**config.mk**
```make
export PLATFORM = sky130hd
export DESIGN_NAME = rc4_stream_ctrl
export DESIGN_NICKNAME = d
export VERILOG_FILES = /design/src/rtl/rc4_pkg.sv /design/src/rtl/rc4_wait_timer.sv /design/src/rtl/rc4_stream_ctrl.sv
export SDC_FILE = /design/constraint.sdc
export NUM_CORES = 1
export LEC_CHECK = 0
export ABC_AREA = 1
export ABC_CLOCK_PERIOD_IN_PS = 1650
export BUFFER_PORTS_ARGS = -buffer_cell sky130_fd_sc_hd__buf_4
export CAP_MARGIN = 30
export CORE_MARGIN = 5
export CORE_UTILIZATION = 30
export DETAILED_ROUTE_END_ITERATION = 10
export GPL_TIMING_DRIVEN = 0
export MAX_ROUTING_LAYER = met4
export PLACE_DENSITY = 0.52
export SYNTH_ARGS = -nofsm -noshare
export SYNTH_HDL_FRONTEND = slang
export SYNTH_SLANG_ARGS = --single-unit
```
**constraint.sdc**
```tcl
create_clock -name clk -period 1.65 [get_ports clk]
set_input_delay 0.165 -clock clk [delete_from_list [all_inputs] [get_ports clk]]
set_output_delay 0.165 -clock clk [all_outputs]
set_load 0.02 [all_outputs]
```
**src/rtl/rc4_pkg.sv**
```systemverilog
// rtl/rc4_pkg.sv - shared state encoding and defaults for the RC4 stream sequencer
package rc4_pkg;
  localparam int KEY_W       = 32;
  localparam int TIMEOUT_DEF = 1024;
  localparam int DROP_N_DEF  = 0;
  // Wide enough to count up to 4095 dropped bytes without wrapping.
  localparam int DROP_CW     = 13;

  typedef enum logic [3:0] {
    ST_IDLE,
    ST_START,
    ST_WAIT_INIT,
    ST_DROP_REQ,
    ST_DROP_WAIT,
    ST_DATA_WAIT,
    ST_KS_REQ,
    ST_KS_WAIT,
    ST_OUT,
    ST_ERROR
  } state_t;
endpackage

```
**src/rtl/rc4_wait_timer.sv**
```systemverilog
// rtl/rc4_wait_timer.sv - loadable down-counter flagging expiry of a core wait
module rc4_wait_timer #(
  parameter int W = 10
) (
  input  logic         clk,
  input  logic         rst_n,
  input  logic         load,
  input  logic [W-1:0] load_val,
  output logic         expired
);
  logic [W-1:0] cnt;

  always_ff @(posedge clk) begin
    if (!rst_n) begin
      cnt <= '0;
    end else if (load) begin
      cnt <= load_val;
    end else if (cnt != '0) begin
      cnt <= cnt - W'(1);
    end
  end

  assign expired = (cnt == '0);
endmodule

```
**src/rtl/rc4_stream_ctrl.sv**
```systemverilog
// rtl/rc4_stream_ctrl.sv - RC4 sequencer: key schedule, drop[n], one keystream byte XORed per data byte
module rc4_stream_ctrl
  import rc4_pkg::*;
#(
  parameter int DROP_N  = DROP_N_DEF,
  parameter int TIMEOUT = TIMEOUT_DEF,
  parameter int LEN_W   = 16
) (
  input  logic             clk,
  input  logic             rst_n,
  input  logic             cfg_valid,
  output logic             cfg_ready,
  input  logic [KEY_W-1:0] cfg_key,
  input  logic [7:0]       cfg_key_len,
  input  logic [LEN_W-1:0] cfg_msg_len,
  input  logic             in_valid,
  output logic             in_ready,
  input  logic [7:0]       in_data,
  output logic             out_valid,
  input  logic             out_ready,
  output logic [7:0]       out_data,
  output logic             out_last,
  output logic             core_start,
  output logic [KEY_W-1:0] core_key,
  output logic [7:0]       core_key_len,
  input  logic             core_init_done,
  output logic             core_ks_req,
  input  logic             core_ks_valid,
  input  logic [7:0]       core_ks_byte,
  output logic             busy,
  output logic             err
);
  localparam int TW = $clog2(TIMEOUT);

  state_t             state, state_next, after_init;
  logic [KEY_W-1:0]   key_q;
  logic [7:0]         key_len_q;
  logic [LEN_W-1:0]   msg_len_q, byte_cnt;
  logic [DROP_CW-1:0] drop_cnt;
  logic [7:0]         data_q, out_q;
  logic               last_q, err_q;
  logic               tmr_load, tmr_expired, drop_done, cfg_take, timeout_hit;

  // Loaded with TIMEOUT-2 so the error state is entered TIMEOUT cycles after the request cycle.
  rc4_wait_timer #(.W(TW)) u_timer (
    .clk      (clk),
    .rst_n    (rst_n),
    .load     (tmr_load),
    .load_val (TW'(TIMEOUT - 2)),
    .expired  (tmr_expired)
  );

  assign after_init  = (msg_len_q == '0) ? ST_IDLE : ST_DATA_WAIT;
  assign drop_done   = (drop_cnt == DROP_CW'(DROP_N - 1));
  assign cfg_take    = cfg_ready && cfg_valid;
  assign timeout_hit = (state_next == ST_ERROR) && (state != ST_ERROR);
  assign out_data    = out_q;
  assign core_key    = key_q;
  assign core_key_len = key_len_q;
  assign err         = err_q;

  always_ff @(posedge clk) begin
    if (!rst_n) state <= ST_IDLE;
    else        state <= state_next;
  end

  always_comb begin
    state_next  = state;
    cfg_ready   = 1'b0;
    in_ready    = 1'b0;
    out_valid   = 1'b0;
    out_last    = 1'b0;
    core_start  = 1'b0;
    core_ks_req = 1'b0;
    tmr_load    = 1'b0;
    busy        = 1'b1;
    case (state)
      ST_IDLE, ST_ERROR: begin
        cfg_ready = 1'b1;
        busy      = 1'b0;
        if (cfg_valid) state_next = ST_START;
      end
      ST_START: begin
        core_start = 1'b1;
        tmr_load   = 1'b1;
        state_next = ST_WAIT_INIT;
      end
      ST_WAIT_INIT: begin
        if (core_init_done) state_next = (DROP_N > 0) ? ST_DROP_REQ : after_init;
        else if (tmr_expired) state_next = ST_ERROR;
      end
      ST_DROP_REQ: begin
        core_ks_req = 1'b1;
        tmr_load    = 1'b1;
        state_next  = ST_DROP_WAIT;
      end
      ST_DROP_WAIT: begin
        if (core_ks_valid) state_next = drop_done ? after_init : ST_DROP_REQ;
        else if (tmr_expired) state_next = ST_ERROR;
      end
      ST_DATA_WAIT: begin
        in_ready = 1'b1;
        if (in_valid) state_next = ST_KS_REQ;
      end
      ST_KS_REQ: begin
        core_ks_req = 1'b1;
        tmr_load    = 1'b1;
        state_next  = ST_KS_WAIT;
      end
      ST_KS_WAIT: begin
        if (core_ks_valid) state_next = ST_OUT;
        else if (tmr_expired) state_next = ST_ERROR;
      end
      ST_OUT: begin
        out_valid = 1'b1;
        out_last  = last_q;
        if (out_ready) state_next = last_q ? ST_IDLE : ST_DATA_WAIT;
      end
      default: state_next = ST_IDLE;
    endcase
  end

  always_ff @(posedge clk) begin
    if (!rst_n) begin
      key_q     <= '0;
      key_len_q <= '0;
      msg_len_q <= '0;
      byte_cnt  <= '0;
      drop_cnt  <= '0;
      data_q    <= '0;
      out_q     <= '0;
      last_q    <= 1'b0;
      err_q     <= 1'b0;
    end else begin
      if (cfg_take) begin
        key_q     <= cfg_key;
        key_len_q <= (cfg_key_len == 8'd0) ? 8'd1 : cfg_key_len;
        msg_len_q <= cfg_msg_len;
        byte_cnt  <= '0;
        drop_cnt  <= '0;
        err_q     <= 1'b0;
      end
      if (state == ST_DROP_WAIT && core_ks_valid) drop_cnt <= drop_cnt + DROP_CW'(1);
      if (state == ST_DATA_WAIT && in_valid) data_q <= in_data;
      if (state == ST_KS_WAIT && core_ks_valid) begin
        out_q  <= data_q ^ core_ks_byte;
        last_q <= (byte_cnt == msg_len_q - LEN_W'(1));
      end
      if (state == ST_OUT && out_ready) byte_cnt <= byte_cnt + LEN_W'(1);
      if (timeout_hit) err_q <= 1'b1;
    end
  end
endmodule

```
* Yosys cells after proc, flatten, opt, wreduce, memory -nomap -nowiden *
Cells that the tools add are included.
Widths: inputs -> output; s select.

word-level totals
  flip-flop bits (word level) = 117
  output and inout bits = 56
  logic and storage cells = 78

operators by class
  add/sub/neg operators = 4
  eq/ne operators = 13
  multiplexer cells = 28
  bitwise logic cells = 2
  reduce and logical (&&, ||, !) cells = 19

operator list
  cell                   number
  $pmux 4 s9             1
  $mux 16                2
  $mux 4                 7
  $mux 13                2
  $mux 10                2
  $add 16x1->16 const B  1
  $eq 16x16->1           1
  $eq 4x3->1 const B     4
  $logic_not 16->1       1
  $sub 16x1->16 const B  1
  $add 13x1->13 const B  1
  $eq 13x13->1 const B   1
  $eq 4x4->1 const B     3
  $logic_not 10->1       1
  $mux 1                 10
  $reduce_bool 10->1     1
  $sub 10x1->10 const B  1
  $mux 3                 3
  $eq 4x2->1 const B     2
  $logic_not 8->1        1
  $mux 8                 1
  $reduce_bool 2->1      4
  $xor 8x8->8            1
  $logic_and 1x1->1      6
  6 further kinds        8

* Longest topological paths before layout *
  depth after elaboration = 8
  depth in mapped cells = 14

* Modules after synthesis *
A second synthesis with hierarchy kept.

second synthesis, totals
  cell total of the unflattened synthesis = 873
  area total of the unflattened synthesis = 5834.3 µm²

modules (own cells, without submodules)
  module           instances  cells each  area each (µm²)  seq. area each (µm²)
  rc4_stream_ctrl  1          751         5117.4           2142.1
  rc4_wait_timer   1          122         716.9            200.2

* Worst setup path after synthesis *
Ideal clock, no wire load.

  path type = reg-to-reg
  start = register msg_len_q[0]
  end = register err_q (netlist: err)
  arrival time = 1.452 ns
  data required time = 1.518 ns
  slack = 0.066 ns
  cell stages (with the launch flop) = 10
  buffers on the path = 0
  period minus slack after synthesis = 1.584 ns
  cells stage by stage = dfxtp_1 > inv_1 > ha_1 > nand2_1 > nor2_1 > nand3_1 > o211ai_1 > nand3_1 > nand2_1 > a21oi_1

on the way
  word-level cells in the longest chain between the ends = 8

ends and longest elaborated chain
  item                                                line                    source
  from (decl)                                         rc4_stream_ctrl.sv:38   logic [LEN_W-1:0] msg_len_q, byte_cnt;
  from (signal assigned)                              rc4_stream_ctrl.sv:138  msg_len_q <= cfg_msg_len;
  $logic_not 16->1 (*)                                rc4_stream_ctrl.sv:53   assign after_init = (msg_len_q == '0) ? ST_IDLE : ST_DATA_WAIT;
  $mux 3 (*)                                          rc4_stream_ctrl.sv:53
  $mux 3                                              rc4_stream_ctrl.sv:98   if (core_ks_valid) state_next = drop_done ? after_init : ST_DROP_REQ;
  $mux 4                                              rc4_stream_ctrl.sv:98
  $pmux 4 s9 (*)                                      rc4_stream_ctrl.sv:77   case (state)
  $eq 4x4->1 (*)                                      rc4_stream_ctrl.sv:56   assign timeout_hit = (state_next == ST_ERROR) && (state != ST_ERROR);
  $logic_and 1x1->1 (*)                               rc4_stream_ctrl.sv:56
  $mux 1 / $reduce_bool 2->1 (equally long branches)  n/a
  to (signal assigned)                                rc4_stream_ctrl.sv:133  err_q <= 1'b0;
  to (signal assigned)                                rc4_stream_ctrl.sv:141  err_q <= 1'b0;
  to (signal assigned)                                rc4_stream_ctrl.sv:150  if (timeout_hit) err_q <= 1'b1;
  to (decl)                                           rc4_stream_ctrl.sv:41   logic last_q, err_q;

Every way passes the cells marked *; elsewhere a longest branch is shown, timed or not.
A chain may end at the register's enable or synchronous reset.

* Worst setup path after layout *
  start = register state[0]
  end = register byte_cnt[10]

on the way
  word-level cells in the longest chain between the ends = 5

ends and longest elaborated chain
  item                                                  line                    source
  from (decl)                                           rc4_stream_ctrl.sv:35   state_t state, state_next, after_init;
  from (signal assigned)                                rc4_stream_ctrl.sv:64   else state <= state_next;
  $eq 4x4->1 / $logic_not 4->1 (equally long branches)  rc4_stream_ctrl.sv:77
  $reduce_or 2->1                                       rc4_stream_ctrl.sv:77
  $mux 1                                                rc4_stream_ctrl.sv:77
  $logic_and 1x1->1                                     rc4_stream_ctrl.sv:55   assign cfg_take = cfg_ready && cfg_valid;
  $reduce_bool 2->1 (no source line)                    n/a
  to (signal assigned)                                  rc4_stream_ctrl.sv:149  if (state == ST_OUT && out_ready) byte_cnt <= byte_cnt + LEN_W'(1);
  to (decl)                                             rc4_stream_ctrl.sv:38

Several ways; a longest one is shown, not always the timed one.

==> flow_metrics.tcl <==
set metrics [dict create \
    dpl_cell_area_sq_um 6970 \
    synth_seq_cells 117 \
    dp_hpwl_um 12500 \
    slew_viol_final 0 \
    synth_cell_types 40 \
    yosys_warnings 0 \
    cts_tree "done" \
    worst_hold_path_type "primary input to flop" \
    critPathMostFrequentCell "buf_4" \
    die-area_sq_um 21700 \
    syn_to_final_growth_pct 48.3 \
    worst-r2r-setup-slack_ns 0.02 \
    finalSetupTns_ns 0 \
    fin_skew_ns 0.00791 \
    layout_setup_ws_ns 0.0237 \
    synth_edf_count 0 \
    grt_start_max_net_pins 17 \
    gp_congestion 0.826 \
    maxCapViolCount 0 \
    hold-path-cell-count 3 \
    arrival_ns 1.93 \
    ctsHtreeMaxLevel 4 \
    rsz0062_at_grt "true" \
    vias 5824 \
    num_rows 50 \
    hold_start "cfg_msg_len[14]" \
    ys_seq_area_share_pct 41.3 \
    path_max_fanout 6 \
    antenna_found_initial 0 \
    firstDrtPassIters 5 \
    cp.required_ns 1.95 \
    finalCritPeriodShare_pct 98.6 \
    crit_chain "inv_4 -> nor2_2 -> nand2_2 -> o21ai_4 -> buf_4 -> nand2_8 -> buf_4 -> inv_6 -> buf_4 -> nor2_1 -> o21a_1" \
    core_sq_um 18600 \
    synth_nets 885 \
    cts_sinks 117 \
    worstSetupEndpointType "flop" \
    crit_path_max_incr_delay_ns 0.37 \
    antenna_cells 0 \
    stdcell_area_sq_um 8410 \
    grt_pass1_vias 5463 \
    avgRoutedWirePerCell_um 13.9 \
    crit_slowest_cell "dfxtp_2" \
    preCtsSetupSlack_ns -0.389 \
    final_util_pct 45.1 \
    portBuffers 134 \
    grt_util_all_layers_pct 16.2 \
    r2r_end "byte_cnt[10]$_SDFFE_PN0P_" \
    nets 1096 \
    clk_transition_reported_paths_ns 0.06 \
    worst_slew_pin_slew_ns 0.805 \
    drive_above_1_share_pct 30.2 \
    cts_root_buffer "clkbuf_16" \
    r2r_start "state[0]$_SDFF_PN0_" \
    relSlewSlack_pct 46.3 \
    whs_endpoint "msg_len_q[14]$_SDFFE_PN0P_" \
    status "finished, final reports clean" \
    grt_pass1_wl_um 27500 \
    die_w_um 147 \
    syn-cell-area_sq_um 5670 \
    p_per_area_nw_per_um2 1170 \
    via_per_inst 4.62 \
    clk_latency_ns 0.41 \
    fmax_mhz 615 \
    die_y_um 147 \
    total_power_mw 9.82 \
    setup_viol 0 \
    crit_type "flop to flop" \
    ys.flop_type "dfxtp_1" \
    drt_iter0_drc 208 \
    clockBufferDepth 2 \
    hold_violations 0 \
    async_flop_share_pct 0 \
    gr-total-overflow 0 \
    cts-buffers-inserted 17 \
    wirelength_um 17500 \
    start_util_pct 30.4 \
    ios 135 \
    peakVddDrop_mv 0.583 \
    cp-start-kind "flop" \
    final_antenna_net_count 0 \
    syn_inst 802 \
    r2r_cells 11 \
    synth_area_per_cell_sq_um 7.07 \
    leakagePower_nw 3.57 \
    route.detailed.drc 0 \
    fin_crit_ns 1.63 \
]
-- routing by layer --
layer	GRT usage [%]	vias up	part of all wire, %
met5	-	-	0
met4	4.99	0	1.7
met3	3.19	23	2.9
met2	27.7	90	51
met1	19.3	2655	44
li1	-	3056	-
-- synthesized netlist by cell type, types with 9 or more instances --
master    number  area (sq um)
nor3_1        10          50.1
o21ai_0       73           365
xor2_1        21           184
nor2_2         9          56.3
dfxtp_1      117          2340
clkbuf_1      16          60.1
nor2_1       147           552
o21ai_1       12          60.1
inv_1         75           282
nand3_1       36           180
nand2_1      138           518
a21oi_1       58           290
-- logic make-up (layout without fill, tap and decap cells) --
family,count (synthesis),after routing,share of synthesized area [%]
buffers and inverters,108,330,7.72
DFF,117,117,41.3
xor gates and xnor gates,28,28,4.33
and+or+nand+nor,376,378,29.2
adders and majority gates,4,4,0.883
AOI/OAI and AO/OA,169,169,16.6
-- cell usage in the layout (no fill, tap or decap), types with 5 or more instances in the layout --
master         instances
buf_4                168
nor2_1               130
nand2_1              128
dfxtp_1              102
inv_1                 69
o21ai_0               66
a21oi_1               57
nand3_1               33
dlygate4sd3_1         27
xor2_1                21
o21ai_1               18
clkbuf_16             17
nor2_2                15
nor2_4                15
clkbuf_1              15
nand2_2                9
dfxtp_2                9
nand4_1                8
inv_2                  7
nand2_4                7
nor3_1                 7
a31oi_1                7
xnor2_1                7
nand3_2                6
dfxtp_4                6
clkinv_2               6
nand3_4                5
nand3b_1               5
a211oi_1               5
-- cell type report --
cell class              count  area [sq um]
plain buffers              26           140
clock buffers              22           454
clock inverters            10           106
fillers                  1938         10200
inverters                  82           338
multi-input cells         579          3210
flip-flops and latches    117          2380
well taps                 234           293
repair buffers            189          1490
repair inverters            1          8.76
-- flip-flops by register name, summed over array words and instances (netlist names), 8 cells and up --
name          count
msg_len_q        16
core_key         32
u_timer.cnt      10
drop_cnt         13
out_data          8
byte_cnt         16
core_key_len      8
data_q            8
-- power by group --
group / internal, mW / switching [mW] / total [mW]
Sequential: 3.15 / 0.251 / 3.40
Combinational: 1.21 / 1.67 / 2.88
Clock: 2.24 / 1.29 / 3.53
Total: 6.61 / 3.21 / 9.82
-- per-stage QoR --
stage               cells  hold WS, ns
floorplan             802        0.293
global placement     1170        0.398
detailed placement   1170        0.413
CTS                  1231    0.0000739
global route         1260      0.00322
finish               1260      0.00155
-- worst max path at each step --
stage	cells after the start	slack, ns	start	end
final	11	0.02	state[0]$_SDFF_PN0_	byte_cnt[10]$_SDFFE_PN0P_
after global routing	10	-0.10	msg_len_q[0]$_SDFFE_PN0P_	last_q$_SDFFE_PN0P_
after CTS	10	-0.02	u_timer.cnt[0]$_SDFFE_PP0N_	err$_SDFFE_PN0P_
after detailed placement	9	-0.39	msg_len_q[0]$_SDFFE_PN0P_	err$_SDFFE_PN0P_
after global placement	9	-0.36	msg_len_q[0]$_SDFFE_PN0P_	err$_SDFFE_PN0P_
after floorplan	9	0.07	msg_len_q[0]$_SDFFE_PN0P_	err$_SDFFE_PN0P_
-- critical path, delay by kind of cell, from the launching register on --
kind                   cells  cell delay [ns]
AOI/OAI and AO/OA          2             0.23
and+or+nand+nor            4             0.34
buffers and inverters      5             0.57
DFF                        1             0.37
-- what timing repair did --
action	in CTS	in global routing
endpoints found under the hold margin	27	0
gates resized for setup	46	77
buffers inserted	1	27
pin swaps	7	22
hold buffers	27	0
setup endpoints to repair	77	85
gates cloned	1	2
Power figures use the tool's default switching activity.
